--- src/rtl/gauss_pkg.sv ---
// Shared types and helpers for the 3x3 gauss window sequencer.
// A window slot k is numbered row*3+col, so slot 4 is the centre pixel.
package gauss_pkg;

  typedef enum logic [2:0] {
    ST_IDLE,
    ST_BORDER,
    ST_FETCH,
    ST_ISSUE,
    ST_WAIT,
    ST_WRITE,
    ST_DONE
  } state_e;

  localparam int WIN_SLOTS = 9;
  localparam int DEF_IMG_W = 320;
  localparam int DEF_IMG_H = 240;

  // Slot number for a (row, col) position inside the 3x3 window.
  function automatic logic [3:0] slot_idx(input logic [1:0] row, input logic [1:0] col);
    return 4'(row) * 4'd3 + 4'(col);
  endfunction

  // Window row (0..2) of slot k.
  function automatic logic [1:0] slot_row(input logic [3:0] k);
    return (k >= 4'd6) ? 2'd2 : ((k >= 4'd3) ? 2'd1 : 2'd0);
  endfunction

  // Window column (0..2) of slot k.
  function automatic logic [1:0] slot_col(input logic [3:0] k);
    return 2'(k - 4'(slot_row(k)) * 4'd3);
  endfunction

endpackage

--- src/rtl/gauss_addr_gen.sv ---
// Raster row/column counters for the gauss window sequencer.
// The border flag, write address and read address describe the pixel the
// counters will hold after the current edge, so the controller can register
// its outputs on the same edge that moves to a new pixel. last_o describes
// the pixel currently held.
module gauss_addr_gen
  import gauss_pkg::*;
#(
  parameter int IMG_W  = DEF_IMG_W,
  parameter int IMG_H  = DEF_IMG_H,
  parameter int ADDR_W = 17
) (
  input  logic              clk_i,
  input  logic              rst_ni,
  input  logic              clear_i,
  input  logic              adv_i,
  input  logic [3:0]        slot_i,
  output logic              border_o,
  output logic              last_o,
  output logic              col_ge2_o,
  output logic [ADDR_W-1:0] rd_addr_o,
  output logic [ADDR_W-1:0] wr_addr_o
);

  localparam int CW = $clog2(IMG_W);
  localparam int RW = $clog2(IMG_H);
  localparam logic [CW-1:0]     COL_MAX = CW'(IMG_W - 1);
  localparam logic [RW-1:0]     ROW_MAX = RW'(IMG_H - 1);
  localparam logic [ADDR_W-1:0] W_A     = ADDR_W'(IMG_W);

  logic [CW-1:0]     col_reg, col_next;
  logic [RW-1:0]     row_reg, row_next;
  logic [ADDR_W-1:0] base_reg, base_next;   // row_reg * IMG_W kept incrementally

  // Next raster position: clear to the origin, or step one pixel with row wrap.
  always_comb begin
    col_next  = col_reg;
    row_next  = row_reg;
    base_next = base_reg;
    if (clear_i) begin
      col_next  = '0;
      row_next  = '0;
      base_next = '0;
    end else if (adv_i) begin
      if (col_reg == COL_MAX) begin
        col_next  = '0;
        row_next  = row_reg + RW'(1);
        base_next = base_reg + W_A;
      end else begin
        col_next = col_reg + CW'(1);
      end
    end
  end

  // Counter state.
  always_ff @(posedge clk_i or negedge rst_ni) begin
    if (!rst_ni) begin
      col_reg  <= '0;
      row_reg  <= '0;
      base_reg <= '0;
    end else begin
      col_reg  <= col_next;
      row_reg  <= row_next;
      base_reg <= base_next;
    end
  end

  assign border_o  = (row_next == '0) || (row_next == ROW_MAX) ||
                     (col_next == '0) || (col_next == COL_MAX);
  assign last_o    = (row_reg == ROW_MAX) && (col_reg == COL_MAX);
  assign col_ge2_o = (col_next >= CW'(2));
  assign wr_addr_o = base_next + ADDR_W'(col_next);
  // Slot k reads (r-1+k/3)*IMG_W + (c-1+k%3); interior pixels never underflow.
  assign rd_addr_o = wr_addr_o + ADDR_W'(slot_col(slot_i)) +
                     ADDR_W'(slot_row(slot_i)) * W_A - W_A - ADDR_W'(1);

endmodule

--- src/rtl/gauss_window_ctrl.sv ---
// Raster sequencer that builds 3x3 windows for the gauss1 core and writes
// one result per pixel (zero on the frame border).
// Build option: GAUSS_WINDOW_REUSE_EN shifts the window left for interior
// columns >= 2 and fetches only the new right column (slots 2,5,8).
module gauss_window_ctrl
  import gauss_pkg::*;
#(
  parameter int IMG_W  = DEF_IMG_W,
  parameter int IMG_H  = DEF_IMG_H,
  parameter int ADDR_W = 17,
  parameter int DATA_W = 8
) (
  input  logic                          clk_i,
  input  logic                          rst_ni,
  input  logic                          start_i,
  output logic                          busy_o,
  output logic                          done_o,
  output logic                          rd_en_o,
  output logic [ADDR_W-1:0]             rd_addr_o,
  input  logic [DATA_W-1:0]             rd_data_i,
  output logic [WIN_SLOTS*DATA_W-1:0]   win_o,
  output logic                          win_valid_o,
  input  logic                          core_done_i,
  input  logic [DATA_W-1:0]             core_data_i,
  output logic                          wr_en_o,
  output logic [ADDR_W-1:0]             wr_addr_o,
  output logic [DATA_W-1:0]             wr_data_o
);

`ifdef GAUSS_WINDOW_REUSE_EN
  localparam bit REUSE_EN = 1'b1;
`else
  localparam bit REUSE_EN = 1'b0;
`endif

  state_e            state_reg;
  logic              busy_reg, done_reg, rd_en_reg, wr_en_reg, win_valid_reg;
  logic [ADDR_W-1:0] rd_addr_reg, wr_addr_reg;
  logic [DATA_W-1:0] wr_data_reg;
  logic [DATA_W-1:0] win_reg [WIN_SLOTS];
  logic [3:0]        fetch_idx_reg;   // index of the read currently on the bus
  logic              reuse_reg;       // current fetch only loads slots 2,5,8
  logic [3:0]        rd_slot_reg;     // slot of the read currently on the bus
  logic              cap_pend_reg;    // read data arrives this cycle
  logic [3:0]        cap_slot_reg;

  logic              ag_border, ag_last, ag_col_ge2;
  logic [ADDR_W-1:0] ag_rd_addr, ag_wr_addr;

  logic       start_acc, pix_end, launch, adv;
  logic [3:0] next_idx, k_sel;
  logic       reuse_sel, fetch_last;

  // Pixel sequencing and the slot of the next read to be issued.
  always_comb begin
    start_acc  = (state_reg == ST_IDLE) && start_i;
    pix_end    = (state_reg == ST_BORDER) || (state_reg == ST_WRITE);
    launch     = start_acc || (pix_end && !ag_last);
    adv        = launch && !start_acc;
    next_idx   = launch ? 4'd0 : (fetch_idx_reg + 4'd1);
    reuse_sel  = launch ? (REUSE_EN && ag_col_ge2) : reuse_reg;
    k_sel      = reuse_sel ? slot_idx(next_idx[1:0], 2'd2) : next_idx;
    fetch_last = reuse_reg ? (fetch_idx_reg == 4'd2) : (fetch_idx_reg == 4'd8);
  end

  gauss_addr_gen #(
    .IMG_W (IMG_W),
    .IMG_H (IMG_H),
    .ADDR_W(ADDR_W)
  ) u_addr_gen (
    .clk_i    (clk_i),
    .rst_ni   (rst_ni),
    .clear_i  (start_acc),
    .adv_i    (adv),
    .slot_i   (k_sel),
    .border_o (ag_border),
    .last_o   (ag_last),
    .col_ge2_o(ag_col_ge2),
    .rd_addr_o(ag_rd_addr),
    .wr_addr_o(ag_wr_addr)
  );

  // Main FSM with registered outputs, read-data capture and window shift.
  always_ff @(posedge clk_i or negedge rst_ni) begin
    if (!rst_ni) begin
      state_reg     <= ST_IDLE;
      busy_reg      <= 1'b0;
      done_reg      <= 1'b0;
      rd_en_reg     <= 1'b0;
      wr_en_reg     <= 1'b0;
      win_valid_reg <= 1'b0;
      rd_addr_reg   <= '0;
      wr_addr_reg   <= '0;
      wr_data_reg   <= '0;
      fetch_idx_reg <= '0;
      reuse_reg     <= 1'b0;
      rd_slot_reg   <= '0;
      cap_pend_reg  <= 1'b0;
      cap_slot_reg  <= '0;
      for (int i = 0; i < WIN_SLOTS; i++) win_reg[i] <= '0;
    end else begin
      win_valid_reg <= 1'b0;
      done_reg      <= 1'b0;
      cap_pend_reg  <= rd_en_reg;
      cap_slot_reg  <= rd_slot_reg;
      if (cap_pend_reg) win_reg[cap_slot_reg] <= rd_data_i;

      if (launch) begin
        if (start_acc) busy_reg <= 1'b1;
        if (ag_border) begin
          state_reg   <= ST_BORDER;
          wr_en_reg   <= 1'b1;
          wr_addr_reg <= ag_wr_addr;
          wr_data_reg <= '0;
          rd_en_reg   <= 1'b0;
        end else begin
          state_reg     <= ST_FETCH;
          wr_en_reg     <= 1'b0;
          rd_en_reg     <= 1'b1;
          rd_addr_reg   <= ag_rd_addr;
          rd_slot_reg   <= k_sel;
          fetch_idx_reg <= 4'd0;
          reuse_reg     <= reuse_sel;
          if (reuse_sel) begin
            for (int r = 0; r < 3; r++) begin
              win_reg[slot_idx(2'(r), 2'd0)] <= win_reg[slot_idx(2'(r), 2'd1)];
              win_reg[slot_idx(2'(r), 2'd1)] <= win_reg[slot_idx(2'(r), 2'd2)];
            end
          end
        end
      end else begin
        case (state_reg)
          ST_FETCH: begin
            if (rd_en_reg) begin
              if (fetch_last) begin
                rd_en_reg <= 1'b0;
              end else begin
                rd_addr_reg   <= ag_rd_addr;
                rd_slot_reg   <= k_sel;
                fetch_idx_reg <= fetch_idx_reg + 4'd1;
              end
            end else begin
              // Last read data is captured on this edge.
              state_reg     <= ST_ISSUE;
              win_valid_reg <= 1'b1;
            end
          end
          ST_ISSUE: state_reg <= ST_WAIT;
          ST_WAIT: begin
            if (core_done_i) begin
              state_reg   <= ST_WRITE;
              wr_en_reg   <= 1'b1;
              wr_addr_reg <= ag_wr_addr;
              wr_data_reg <= core_data_i;
            end
          end
          ST_BORDER, ST_WRITE: begin
            // Only reached for the last pixel; other pixels launch the next.
            state_reg <= ST_DONE;
            wr_en_reg <= 1'b0;
            busy_reg  <= 1'b0;
            done_reg  <= 1'b1;
          end
          ST_DONE:  state_reg <= ST_IDLE;
          default:  state_reg <= ST_IDLE;
        endcase
      end
    end
  end

  genvar gi;
  generate
    for (gi = 0; gi < WIN_SLOTS; gi++) begin : g_win
      assign win_o[gi*DATA_W +: DATA_W] = win_reg[gi];
    end
  endgenerate

  assign busy_o      = busy_reg;
  assign done_o      = done_reg;
  assign rd_en_o     = rd_en_reg;
  assign rd_addr_o   = rd_addr_reg;
  assign win_valid_o = win_valid_reg;
  assign wr_en_o     = wr_en_reg;
  assign wr_addr_o   = wr_addr_reg;
  assign wr_data_o   = wr_data_reg;

endmodule
--- config.mk ---
export PLATFORM = sky130hd
export DESIGN_NAME = gauss_window_ctrl
export DESIGN_NICKNAME = d
export VERILOG_FILES = /design/src/rtl/gauss_pkg.sv /design/src/rtl/gauss_addr_gen.sv /design/src/rtl/gauss_window_ctrl.sv
export SDC_FILE = /design/constraint.sdc
export NUM_CORES = 1
export LEC_CHECK = 0
export ABC_AREA = 1
export BUFFER_PORTS_ARGS = -buffer_cell sky130_fd_sc_hd__clkbuf_2
export CORE_UTILIZATION = 62
export DETAILED_ROUTE_END_ITERATION = 10
export HOLD_SLACK_MARGIN = 0.15
export PLACE_DENSITY_LB_ADDON = 0.25
export SETUP_SLACK_MARGIN = 0.2
export SKIP_LAST_GASP = 1
export SYNTH_ARGS = -nofsm -noshare
export SYNTH_HDL_FRONTEND = slang
export SYNTH_SLANG_ARGS = --single-unit
--- constraint.sdc ---
create_clock -name clk_i -period 6.92 [get_ports clk_i]
set_input_delay 0.346 -clock clk_i [delete_from_list [all_inputs] [get_ports clk_i]]
set_output_delay 0.346 -clock clk_i [all_outputs]
set_load 0.05 [all_outputs]
# After elaboration in Yosys (flattened, before gate mapping)
# Index checks and enable logic that the tools add are counted.
# totals
wordCells	164
inputBits	20
reg_bits	170
# op_classes
n_reduce_logical	28
n_lt_le_gt_ge	4
mul	3
muxes	73
n_bitwise	2
eq_ne	17
addsub	11
# op_table
op	count
two-way mux 17 bit	12
two-way mux 16 bit	9
bitwise mux 72 bit	1
two-way mux 72 bit	1
two-way mux 8 bit	8
two-way mux 4 bit	12
demux 8 bit (select 4 bit)	1
two-way mux 9 bit	3
two-way mux 1 bit	19
equality test 9 bit, second input constant	2
adder 17 x 11 -> 17 bit	1
adder 17 x 2 -> 17 bit	1
adder 17 x 9 -> 17 bit	1
adder 17 x 9 -> 17 bit, second input constant	1
subtractor 17 x 1 -> 17 bit, second input constant	1
subtractor 17 x 9 -> 17 bit, second input constant	1
equality test 8 bit, second input constant	2
case mux 3 bit (4 select lines)	1
nonzero test 2 bit	5
adder 9 x 1 -> 9 bit, second input constant	1
zero test 9 bit	1
two-way mux 3 bit	3
adder 8 x 1 -> 8 bit, second input constant	1
zero test 8 bit	1
other kinds (30)	49

# Logic depth before layout (Yosys ltp)
# Gate-level depths: netlist (run 1).
# depth
word_depth	22
depth_mapped	31

# Cells and area by module
# Synthesis (run 1) repeated with hierarchy kept, for this count alone.
# hier_totals
hier_cells	1046
area_unflattened_um2	8785.9
# by_module_without_submodules
mod	n_inst	seq_area_each_um2	area_per_inst_um2	cells_per_inst
gauss_window_ctrl	1	3378.2	5337.6	555
gauss_addr_gen	1	850.8	3448.3	491

# Worst setup path before layout (run 1)
# Ideal clock, no wire load.
# synth_timing
path_type	reg-to-reg
from	register u_addr_gen.row_reg[0]
to	register rd_addr_reg[14] (netlist: rd_addr_o[14])
stages_incl_launch_ff	31
required_ns	6.798
arrival_time_ns	4.497
slack_ns	2.301
synth_period_minus_slack_ns	4.619
cell_sequence	dfrtp_1 ha_1 nand2_1 nor2_2 nand2_4 o21ai_4 nand2_4 inv_1 nand2_1 ha_1 o31ai_1 inv_1 nand2_1 o21ai_0 nand2_1 inv_1 ha_1 xor2_1 ha_1 inv_1 ha_1 nand3_1 nand2_1 a31oi_1 o21ai_0 a21boi_0 o21ai_0 nand2_1 nand2_1 xnor2_1 o21ai_2
# synth_between
elab_chain_cells	22
elab_cells_between_ends	48
cone_classes	add/sub: 8; mul: 3; order compare: 2; eq/ne: 5; mux: 17; reduce/logical: 13
# synth_rtl
item	line	rtl
from (decl)	gauss_addr_gen.sv:32	logic [RW-1:0] row_reg, row_next;
from (signal assigned)	gauss_addr_gen.sv:63	row_reg <= row_next;
equality test 8 bit	gauss_addr_gen.sv:70	assign last_o = (row_reg == ROW_MAX) && (col_reg == COL_MAX);
logical AND 1 bit	gauss_addr_gen.sv:70	
zero test 1 bit	gauss_window_ctrl.sv:58	launch = start_acc || (pix_end && !ag_last);
logical AND 1 bit	gauss_window_ctrl.sv:58	
logical OR 1 bit	gauss_window_ctrl.sv:58	
two-way mux 4 bit	gauss_window_ctrl.sv:60	next_idx = launch ? 4'd0 : (fetch_idx_reg + 4'd1);
multiplier 2 x 2 -> 4 bit	gauss_pkg.sv:21	return 4'(row) * 4'd3 + 4'(col);
adder 4 x 2 -> 4 bit	gauss_pkg.sv:21	
[6 not listed]	-	
adder 17 x 2 -> 17 bit	gauss_addr_gen.sv:74	assign rd_addr_o = wr_addr_o + ADDR_W'(slot_col(slot_i)) +
adder 17 x 11 -> 17 bit	gauss_addr_gen.sv:74	
subtractor 17 x 9 -> 17 bit	gauss_addr_gen.sv:75	ADDR_W'(slot_row(slot_i)) * W_A - W_A - ADDR_W'(1);
subtractor 17 x 1 -> 17 bit	gauss_addr_gen.sv:75	
two-way mux 17 bit	gauss_window_ctrl.sv:135	if (fetch_last) begin
two-way mux 17 bit	gauss_window_ctrl.sv:134	if (rd_en_reg) begin
two-way mux 17 bit	gauss_window_ctrl.sv:132	case (state_reg)
two-way mux 17 bit	gauss_window_ctrl.sv:108	if (launch) begin
to (signal assigned)	gauss_window_ctrl.sv:120	rd_addr_reg <= ag_rd_addr;
to (signal assigned)	gauss_window_ctrl.sv:138	rd_addr_reg <= ag_rd_addr;
to (decl)	gauss_window_ctrl.sv:38	logic [ADDR_W-1:0] rd_addr_reg, wr_addr_reg;
# Several ways; a longest one is shown, not always the timed one. The select of a mux whose other input is x is not followed.
# A chain may end at the register's enable or synchronous reset.

# Final worst setup path (run 1)
# Ends and elaborated chain as after synthesis.

==> impl_metrics.ini, run 1 <==
[sta]
timing.clock.skew_ns = 0.00934
setup_viol_count_final = 0
maxSlewViolCount = 0
max_clock_freq_ghz = 0.171
worstMarginPinSlew_ns = 1.14
post-route-period-util_pct = 84.6
hold_violations = 0
timing.slew.headroom_pct = 23.7
min_period_ns = 5.86
unrepaired_setup_endpoints_after_global_routing = no
finalSetupTns_ns = 0

[logic_synthesis]
netlist_area_um2 = 8700
sequential_to_total_area_share_from_yosys_stat_pct = 48.6
synth_top_flop_cell = sky130_fd_sc_hd__dfrtp_1
yosys_warnings = 0
library_cell_with_the_highest_instance_count_after_synthesis = sky130_fd_sc_hd__nand2_1
synth.top_cells.by_area = sky130_fd_sc_hd__dfrtp_1, sky130_fd_sc_hd__nand2_1, sky130_fd_sc_hd__o21ai_0
async_reset_ff_share_pct = 100
synth_largest_type_area_fraction_pct = 48.6
ys_ff_latch = 169
yosys-top-cells-count = sky130_fd_sc_hd__nand2_1, sky130_fd_sc_hd__dfrtp_1, sky130_fd_sc_hd__inv_1, sky130_fd_sc_hd__o21ai_0, sky130_fd_sc_hd__nor2_1
synth_fp_nets = 1112
synth-edff-count = 0
postSynthAreaPerCell_um2 = 8.25
yosysTopAreaCell = sky130_fd_sc_hd__dfrtp_1
synth_cell_type_count = 47
post_synth_inst_count = 1054

[placement]
place.port_buffers = 138
dp_hpwl_um = 14800
place.gp.congestion = 0.880
postPlaceCellArea_um2 = 9500

[global_routing]
global_route_usage_sum_pct = 30.5
gr-total-overflow = 0
maximum_number_of_pins_on_one_net_before_global_route_repair = 65
grt_pass1_vias = 7225
grt_pass1_wl_um = 34300
initial_antenna_violation_count = 0

[worst_setup_path]
critical_path.slowest_cell = sky130_fd_sc_hd__o31ai_1
worst_path_largest_cell_delay_ns = 0.41
crit_top_cell = sky130_fd_sc_hd__nand2_1
arrival_ns = 6.15
worst-setup-path-type = reg -> reg
worstSetupStartpoint = u_addr_gen.row_reg[0]$_DFF_PN0_
worstSetupStartpointType = flop
crit_required_ns = 7.21
setup.worst_path.end_class = flop
critPathTopFamily = compound AO/OA/AOI/OAI gates
regToRegStartpoint = u_addr_gen.row_reg[0]$_DFF_PN0_
critical_path_peak_fanout = 12
critical_path.n_buffers_inverters = 4

[layout]
syn2layout_area_growth_pct = 17.3
finish.net_count = 1256
antenna_cells_inserted = 0
post_route_cells_drive_above_1_share_pct = 18.4
stdcell_area_um2 = 10200

[route]
wl_per_cell_um = 15.3
route.layer.met1.wl_um = 8730
met2WireLength_um = 10500
routed-via-count = 7628
ant_nets = 0
top_layer_used = met4
detail_route.vias_per_cell = 5.50
post-route-drc-count = 0
detailroute.wirelength.met3_um = 1470
drt-pass1-iter-count = 8
starting_drt_drc_count = 643
postRouteWirelength_um = 21300

[cts]
tritoncts_num_sinks = 169
tritoncts_clock_tree = yes
cts.clk_slew.worst_paths_ns = 0.07
clock_latency_ns = 0.44
htree_levels = 4
cts_buffer_depth = 2
tritoncts.num_buffers = 17
cts-root-buf = sky130_fd_sc_hd__clkbuf_16

[power]
combinationalPowerShare_pct = 54.2
clockPowerShare_pct = 18.7
switchingPower_w = 0.00272
power_per_cell_area_nw_per_um2 = 528
netSwitchingFraction_pct = 50.4
power_report.internal_total_w = 0.00267
ir_drop_uv = 596
static-leakage-power_nw = 5.45
p_seq_share_pct = 27.2

[worst_hold_path]
worstHoldStart = core_data_i[5]
holdCritPathClass = in -> reg

[die]
die_width_um = 120
design.portCount = 139
core_area_um2 = 13500
floorplan.initialDensity_pct = 64.6
num_rows = 42
design.die.area_um2 = 14500
dieHeight_um = 120

[run_status]
outcome = completed

[run]
maxCapViolations = 0
[path summary, 6_finish.rpt]
kind	to	slack (ns)	cells after the start
worst max-delay path	rd_addr_o[14]$_DFFE_PN0P_	1.06	30
worst min-delay path	wr_data_o[5]$_DFFE_PN0P_	0.16	3
worst max register to register	rd_addr_o[14]$_DFFE_PN0P_	1.06	30
worst min register to register	cap_slot_reg[2]$_DFF_PN0_	0.38	0
max in group asynchronous	rd_slot_reg[3]$_DFFE_PN0P_	5.34	3
min in group asynchronous	async pin	0.44	2
[layer usage]
metal	up-vias	GRT usage (%)
li1	3682	-
met1	3587	37.7
met2	309	52.6
met3	50	6.18
met4	0	12.1
met5	-	0
[power groups by stage]
stage	combinational (W)	sequential (W)	clock [W]
after floorplan	0.00147	0.00222	0
after global placement	0.00282	0.00146	0
after detailed placement	0.00287	0.00147	0
after CTS	0.00291	0.00146	0.00101
after global routing	0.00320	0.00150	0.00105
final	0.00292	0.00146	0.00101
[cell type report]
cell class	instances	area, µm²
Clock inverter	14	183
Fill cell	927	3260
Multi-Input combinational cell	733	3850
Inverter	129	484
Timing Repair Buffer	148	790
Clock buffer	18	439
Tap cell	176	220
Sequential cell	169	4230
[layout by cell type (no fill, tap or decap), types with 21 or more instances in the layout]
master,netlist,routed
sky130_fd_sc_hd__inv_1,125,125
sky130_fd_sc_hd__nand2_1,298,298
sky130_fd_sc_hd__dfrtp_1,169,169
sky130_fd_sc_hd__xor2_1,23,23
sky130_fd_sc_hd__nand3_1,54,54
sky130_fd_sc_hd__clkbuf_2,1,137
sky130_fd_sc_hd__ha_1,36,36
sky130_fd_sc_hd__nor2_1,74,74
sky130_fd_sc_hd__a21oi_1,21,21
sky130_fd_sc_hd__o21ai_0,111,111
[what timing repair did]
action                                  in CTS  in global routing
gates resized for setup                      0                  0
endpoints found under the setup margin       0                  0
hold buffers                                 7                  0
hold endpoints to repair                    68                  0
setup buffers                                0                  0
[worst reg2reg max path, delay by kind of cell, from the launching register on]
kind | cells | cell delay, ns
XOR/XNOR | 2 | 0.30
adder cells (fa/ha/maj) | 5 | 1.06
AO/OA/AOI/OAI | 8 | 1.99
AND/OR/NAND/NOR | 11 | 1.30
flip-flops | 1 | 0.37
buffers and inverters | 4 | 0.66
[logic make-up (layout without fill, tap and decap cells)]
logic type	Yosys count	after routing	synth area share (%)
compound gates	179	179	11.6
fa+ha+maj	38	38	5.64
buf+inv	152	309	7.08
xor+xnor	32	32	3.22
flops	169	169	48.6
simple gates	484	484	23.8
[through the flow]
step	total power, W	util [%]	worst slack, ns	instances	hold slack [ns]
4_1_cts	0.00538	75.8	1.17	1387	0.157
5_1_grt	0.00574	75.8	0.513	1387	0.177
3_3_place_gp	0.00428	70.6	1.62	1348	0.353
6_report	0.00539	75.8	1.06	1387	0.158
2_1_floorplan	0.00369	-	2.30	1054	0.0504
3_5_place_dp	0.00434	70.6	1.34	1348	0.343
No activity file was read; power rests on OpenSTA's default activity.
==> inputs of run 2 (changes only) <==
--- a/config.mk
+++ b/config.mk
@@ -7,7 +7,7 @@
 export LEC_CHECK = 0
 export ABC_AREA = 1
 export BUFFER_PORTS_ARGS = -buffer_cell sky130_fd_sc_hd__clkbuf_2
-export CORE_UTILIZATION = 62
+export CORE_UTILIZATION = 57
 export DETAILED_ROUTE_END_ITERATION = 10
 export HOLD_SLACK_MARGIN = 0.15
 export PLACE_DENSITY_LB_ADDON = 0.25
==> constraint.sdc (replaced) <==
create_clock -name clk_i -period 5.6 [get_ports clk_i]
set_input_delay 0.28 -clock clk_i [delete_from_list [all_inputs] [get_ports clk_i]]
set_output_delay 0.28 -clock clk_i [all_outputs]
set_load 0.05 [all_outputs]
==> run 2 against run 1 <==
Against the previous run:
- the run now ends with DRC left
- sequential share of layout area down 0.21 points
- combinational power up 28%
- utilization down 6.1 points
- die area up 8.6%
- flip-flop and latch count unchanged
- final cell count up 1.2%
- global-route usage down 1.8 points
- total power up 23%
- routed wire length up 1.2%
- critical path depth down 2
- clock-buffer cell count unchanged
==> impl_metrics.ini, run 2 (synthesized netlist as in run 1, its figures left out) <==
[global_routing]
gr-total-overflow = 0
maximum_number_of_pins_on_one_net_before_global_route_repair = 108
grt_pass1_vias = 7175
grt_pass1_wl_um = 35500
initial_antenna_violation_count = 0
global_route_usage_sum_pct = 28.8

[cts]
cts_buffer_depth = 2
cts-root-buf = sky130_fd_sc_hd__clkbuf_16
tritoncts_clock_tree = yes
tritoncts_num_sinks = 169
clock_latency_ns = 0.43
htree_levels = 4
cts.clk_slew.worst_paths_ns = 0.07
tritoncts.num_buffers = 17

[worst_setup_path]
arrival_ns = 5.35
crit_required_ns = 5.87
critical_path.slowest_cell = sky130_fd_sc_hd__fa_1
critical_path_peak_fanout = 9
worst_path_largest_cell_delay_ns = 0.41
worstSetupStartpointType = flop
worst-setup-path-type = reg -> reg
setup.worst_path.end_class = flop

[placement]
place.gp.congestion = 0.878
postPlaceCellArea_um2 = 9530
place.port_buffers = 138
dp_cells = 1358
dp_hpwl_um = 15600

[sta]
maxSlewViolCount = 0
finalSetupTns_ns = 0
timing.slew.headroom_pct = 24.4
unrepaired_setup_endpoints_after_global_routing = no
setup_viol_count_final = 0
post-route-period-util_pct = 90.7
whs_ns = 0.252
max_clock_freq_ghz = 0.197
hold_violations = 0
timing.clock.skew_ns = 0.0106
worstMarginPinSlew_ns = 1.13
min_period_ns = 5.08

[layout]
final_common_cell = sky130_fd_sc_hd__nand2_1
syn2layout_area_growth_pct = 17.9
antenna_cells_inserted = 0
most_frequent_cells_in_the_layout = sky130_fd_sc_hd__nand2_1, sky130_fd_sc_hd__dfrtp_1, sky130_fd_sc_hd__clkbuf_2, sky130_fd_sc_hd__inv_1, sky130_fd_sc_hd__o21ai_0
post_layout_nonfiller_instances = 1404
post_route_cells_drive_above_1_share_pct = 19.3
nFillCells = 1173
stdcell_area_um2 = 10200
finish.net_count = 1266

[die]
num_rows = 44
core_area_um2 = 14700
floorplan.initialDensity_pct = 59.2
design.die.area_um2 = 15800
dieHeight_um = 126
design.portCount = 139
die_width_um = 126

[run_status]
outcome = complete, but fails checks
failed_checks = DRC

[route]
drt-pass1-iter-count = 11
detail_route.vias_per_cell = 5.37
wl_per_cell_um = 15.3
ant_nets = 0
post-route-drc-count = 21
routed-via-count = 7541
starting_drt_drc_count = 607
postRouteWirelength_um = 21500

[worst_hold_path]
holdCritPathClass = in -> reg

[power]
overall_power_w = 0.00664
static-leakage-power_nw = 5.47
power_per_cell_area_nw_per_um2 = 648
ir_drop_uv = 720

[run]
maxCapViolations = 0
==> run 2: cell count changes in the layout (fill, tap and decap cells not counted), sizes merged <==
| cell | previous run | this run |
|---|---|---|
| buf | 4 | 12 |
| inv | 136 | 138 |
| bufinv | 3 | 0 |
| dlygate4sd3 | 7 | 9 |
==> run 2: path summary, 6_finish.rpt <==
path | start | to | cells after the start | slack [ns]
max in group asynchronous | rst_ni | win_o[7]$_DFF_PN0_ | 3 | 3.68
setup reg to reg | u_addr_gen.row_reg[0]$_DFF_PN0_ | rd_addr_o[13]$_DFFE_PN0P_ | 28 | 0.52
setup / recovery | u_addr_gen.row_reg[0]$_DFF_PN0_ | rd_addr_o[13]$_DFFE_PN0P_ | 28 | 0.52
hold / removal | core_done_i | wr_en_o$_DFFE_PN0P_ | 6 | 0.25
min in group asynchronous | rst_ni | win_o[35]$_DFF_PN0_ | 2 | 0.56
hold reg to reg | rd_slot_reg[2]$_DFFE_PN0P_ | cap_slot_reg[2]$_DFF_PN0_ | 0 | 0.39
==> run 2: final cells by class <==
type                    instances  area (µm²)  share of cell area, %
multi-input cells             733        3890                   37.9
clock inverters                13         108                   1.05
inverters                     129         484                   4.72
flip-flops and latches        169        4230                   41.3
clock buffers                  18         439                   4.29
repair buffers                158         870                   8.48
well taps                     184         230                   2.25
==> run 2: worst max-delay path, delay by kind of cell (launching register included) <==
kind,cells,cell delay (ns)
AND/OR/NAND/NOR,9,1.07
AO/OA/AOI/OAI,7,1.21
buffers and inverters,4,0.34
flip-flops,1,0.37
adder cells (fa/ha/maj),6,1.57
XOR/XNOR,2,0.37
==> run 2: layer usage <==
| layer | wire (µm) | up-vias | track usage [%] |
|---|---|---|---|
| li1 | - | 3693 | - |
| met1 | 9250 | 3569 | 36.5 |
| met3 | 1320 | 30 | 6.12 |
| met5 | 0 | - | 0 |
| met2 | 10600 | 249 | 49.3 |
| met4 | 307 | 0 | 8.82 |
==> run 2: metrics by stage <==
step	utilization, %	worst slack, ns
5_1_grt	69.7	0.138
4_1_cts	69.2	0.261
3_5_place_dp	64.8	0.228
2_1_floorplan	-	0.981
3_3_place_gp	64.8	0.480
6_report	69.7	0.520
==> run 2: where the power goes <==
part | switching (W) | internal (W)
registers | 0.000230 | 0.00157
logic | 0.00267 | 0.00106
clock network | 0.000514 | 0.000590
==> run 2: repair_timing <==
item / in CTS / in global routing
hold buffers: 9 / 0
pin swaps: 0 / 3
setup endpoints to repair: 1 / 9
resized for setup: 1 / 12
hold endpoints to repair: 114 / 0
setup buffers: 0 / 6
==> inputs of run 3 (changes only) <==
--- a/config.mk
+++ b/config.mk
@@ -5,7 +5,7 @@
 export SDC_FILE = /design/constraint.sdc
 export NUM_CORES = 1
 export LEC_CHECK = 0
-export ABC_AREA = 1
+export ABC_AREA = 0
 export BUFFER_PORTS_ARGS = -buffer_cell sky130_fd_sc_hd__clkbuf_2
 export CORE_UTILIZATION = 57
 export DETAILED_ROUTE_END_ITERATION = 10
==> run 3 against run 2 <==
Against the previous run:
- the flow still finishes with violations (DRC)
- clock-buffer cell count increased by 1
- maximum frequency decreased by 5.1%
- register-to-register slack got worse by 0.27 ns
- cell area increased by 8.2%
- routed wire length increased by 4.2%
- final cell count decreased by 17%
- total power about the same
- sequential share of layout area decreased by 3.1 points
- clock power increased by 7%
- flip-flop and latch count unchanged
- synthesized area decreased by 0.12%
- critical path type unchanged
- highest routed layer unchanged
==> impl_metrics.ini, run 3 <==
[global_routing]
grt_pass1_wl_um = 35100
maximum_number_of_pins_on_one_net_before_global_route_repair = 119
grt_pass1_vias = 6972
global_route_usage_sum_pct = 28.4
gr-total-overflow = 0
initial_antenna_violation_count = 0

[power]
overall_power_w = 0.00664
power_per_cell_area_nw_per_um2 = 598
static-leakage-power_nw = 5.46
ir_drop_uv = 455

[worst_setup_path]
critical_path.slowest_cell = sky130_fd_sc_hd__or4_4
worst-setup-path-type = reg -> reg
worstPathCellList = ha_2 > buf_6 > nand4b_4 > or4_4 > nor2_4 > a2111oi_4 > ha_1 > buf_4 > a211oi_2 > nor2_2 > o31a_1 > o41a_1 > nand2_1 > xor2_4 > inv_1 > ha_1 > or3_4 > o21ai_2 > a211oi_2 > nor2_1 > a211o_1 > xnor3_1 > mux2_2
critPathTopFamily = simple AND/OR/NAND/NOR gates
setup.worst_path.end_class = flop
worstSetupStartpointType = flop
critical_path_peak_fanout = 5
critical_path.n_buffers_inverters = 3
crit_required_ns = 5.92
worst_path_largest_cell_delay_ns = 0.58
arrival_ns = 5.67

[sta]
unrepaired_setup_endpoints_after_global_routing = yes
worstMarginPinSlew_ns = 1.10
max_clock_freq_ghz = 0.187
min_period_ns = 5.35
timing.clock.skew_ns = 0.00863
maxSlewViolCount = 0
finalSetupTns_ns = 0
post-route-period-util_pct = 95.6
hold_violations = 0
timing.slew.headroom_pct = 26.8
setup_viol_count_final = 0
whs_ns = 0.260

[logic_synthesis]
ys_ff_latch = 169
post_synth_inst_count = 759
sequential_to_total_area_share_from_yosys_stat_pct = 48.7
postSynthAreaPerCell_um2 = 11.4
synth_top_flop_cell = sky130_fd_sc_hd__dfrtp_1
synth_largest_type_area_fraction_pct = 48.7
synth.top_cells.by_area = sky130_fd_sc_hd__dfrtp_1, sky130_fd_sc_hd__mux2_2, sky130_fd_sc_hd__ha_1
synth_fp_nets = 817
netlist_area_um2 = 8690
yosysTopAreaCell = sky130_fd_sc_hd__dfrtp_1
synth_cell_type_count = 66
async_reset_ff_share_pct = 100
synth-edff-count = 0
yosys-top-cells-count = sky130_fd_sc_hd__dfrtp_1, sky130_fd_sc_hd__mux2_2, sky130_fd_sc_hd__nor2_1, sky130_fd_sc_hd__nand2_1, sky130_fd_sc_hd__ha_1
library_cell_with_the_highest_instance_count_after_synthesis = sky130_fd_sc_hd__dfrtp_1
yosys_warnings = 0

[placement]
dp_hpwl_um = 15100
postPlaceCellArea_um2 = 9910
place.port_buffers = 138
place.gp.congestion = 0.861

[cts]
clock_latency_ns = 0.43
cts-root-buf = sky130_fd_sc_hd__clkbuf_16
tritoncts_num_sinks = 169
cts_buffer_depth = 2
tritoncts.num_buffers = 17
htree_levels = 4
tritoncts_clock_tree = yes
cts.clk_slew.worst_paths_ns = 0.07

[die]
design.die.area_um2 = 15700
core_area_um2 = 14700
die_width_um = 125
dieHeight_um = 125
floorplan.initialDensity_pct = 59.1
design.portCount = 139
num_rows = 44

[layout]
stdcell_area_um2 = 11100
post_route_cells_drive_above_1_share_pct = 42.1
final_common_cell = sky130_fd_sc_hd__dfrtp_1
finish.net_count = 1031
most_frequent_cells_in_the_layout = sky130_fd_sc_hd__dfrtp_1, sky130_fd_sc_hd__clkbuf_2, sky130_fd_sc_hd__mux2_2, sky130_fd_sc_hd__buf_4, sky130_fd_sc_hd__nor2_1
area_occupied_by_multi_input_gates_um2 = 4570
nFillCells = 958
antenna_cells_inserted = 0
final-seq-area_um2 = 4230
final_core_utilization_pct = 75.5
syn2layout_area_growth_pct = 27.7

[route]
wl_per_cell_um = 19.2
routed-via-count = 6892
post-route-drc-count = 16
starting_drt_drc_count = 469
ant_nets = 0
detail_route.vias_per_cell = 5.89
drt-pass1-iter-count = 9
postRouteWirelength_um = 22400

[run_status]
outcome = complete, but fails checks
failed_checks = DRC

[run]
maxCapViolations = 0

[worst_hold_path]
holdCritPathClass = in -> reg
==> run 3: repair_timing <==
action,in CTS,in global routing
hold buffers,9,0
pin swaps,3,45
endpoints found under the setup margin,5,8
buffers inserted,6,17
endpoints found under the hold margin,125,0
cloned,0,0
gates resized for setup,8,53
==> run 3: worst paths after layout <==
kind / endpoint / slack, ns / from / cells after the start
worst max-delay path: rd_addr_o[16]$_DFFE_PN0P_ / 0.25 / u_addr_gen.col_reg[0]$_DFF_PN0_ / 23
worst max register to register: rd_addr_o[16]$_DFFE_PN0P_ / 0.25 / u_addr_gen.col_reg[0]$_DFF_PN0_ / 23
max in group asynchronous: u_addr_gen.base_reg[10]$_DFF_PN0_ / 3.76 / rst_ni / 3
worst min-delay path: win_o[24]$_DFF_PN0_ / 0.26 / rd_data_i[0] / 2
min in group asynchronous: win_o[10]$_DFF_PN0_ / 0.57 / rst_ni / 2
worst min register to register: cap_slot_reg[2]$_DFF_PN0_ / 0.38 / rd_slot_reg[2]$_DFFE_PN0P_ / 0
==> run 3: final cells by class <==
| class | count | area share [%] |
|---|---|---|
| Clock buffer | 19 | 3.99 |
| Clock inverter | 13 | 1.35 |
| Inverter | 35 | 1.18 |
| Multi-Input combinational cell | 530 | 41.2 |
| Sequential cell | 169 | 38.1 |
| Tap cell | 184 | 2.08 |
| Timing Repair Buffer | 220 | 12.1 |
==> run 3: worst register-to-register path, stage by stage (launching register included) <==
cell,delay [ns]
sky130_fd_sc_hd__dfrtp_1,0.36
sky130_fd_sc_hd__ha_2,0.19
sky130_fd_sc_hd__buf_6,0.12
sky130_fd_sc_hd__nand4b_4,0.11
sky130_fd_sc_hd__or4_4,0.58
sky130_fd_sc_hd__nor2_4,0.16
sky130_fd_sc_hd__a2111oi_4,0.07
sky130_fd_sc_hd__ha_1,0.34
sky130_fd_sc_hd__buf_4,0.16
sky130_fd_sc_hd__a211oi_2,0.20
sky130_fd_sc_hd__nor2_2,0.07
sky130_fd_sc_hd__o31a_1,0.35
sky130_fd_sc_hd__o41a_1,0.44
sky130_fd_sc_hd__nand2_1,0.17
sky130_fd_sc_hd__xor2_4,0.25
sky130_fd_sc_hd__inv_1,0.08
sky130_fd_sc_hd__ha_1,0.28
sky130_fd_sc_hd__or3_4,0.39
sky130_fd_sc_hd__o21ai_2,0.09
sky130_fd_sc_hd__a211oi_2,0.08
sky130_fd_sc_hd__nor2_1,0.14
sky130_fd_sc_hd__a211o_1,0.16
sky130_fd_sc_hd__xnor3_1,0.20
sky130_fd_sc_hd__mux2_2,0.27
==> run 3: stage by stage <==
| step | cells | worst slack, ns |
|---|---|---|
| 2_1_floorplan | 759 | 0.202 |
| 3_3_place_gp | 1106 | 0.0909 |
| 3_5_place_dp | 1106 | -0.0228 |
| 4_1_cts | 1153 | 0.210 |
| 5_1_grt | 1170 | -0.000413 |
| 6_report | 1170 | 0.246 |
==> run 3: where the power goes <==
group,total (W),internal (W),switching (W)
clock,0.00118,0.000646,0.000532
sequential,0.00182,0.00158,0.000239
combinational,0.00364,0.00129,0.00235
==> run 3: logic make-up (layout without fill, tap and decap cells) <==
logic type | Yosys count | count (layout) | share of synthesized area, %
AO/OA/AOI/OAI | 97 | 97 | 7.74
XOR/XNOR | 52 | 52 | 5.40
adder cells (fa/ha/maj) | 38 | 38 | 5.65
buffers and inverters | 60 | 287 | 2.85
flip-flops | 169 | 169 | 48.7
multiplexers | 118 | 118 | 15.5
AND/OR/NAND/NOR | 225 | 225 | 14.2
==> run 3: metal layers <==
layer	track usage [%]	share of wire [%]	wire, µm	vias up
met4	11.5	2.8	632	0
met1	35.1	41	9230	3441
li1	-	-	-	3143
met3	4.79	4.4	991	56
met5	0	0	0	-
met2	49.4	52	11600	252
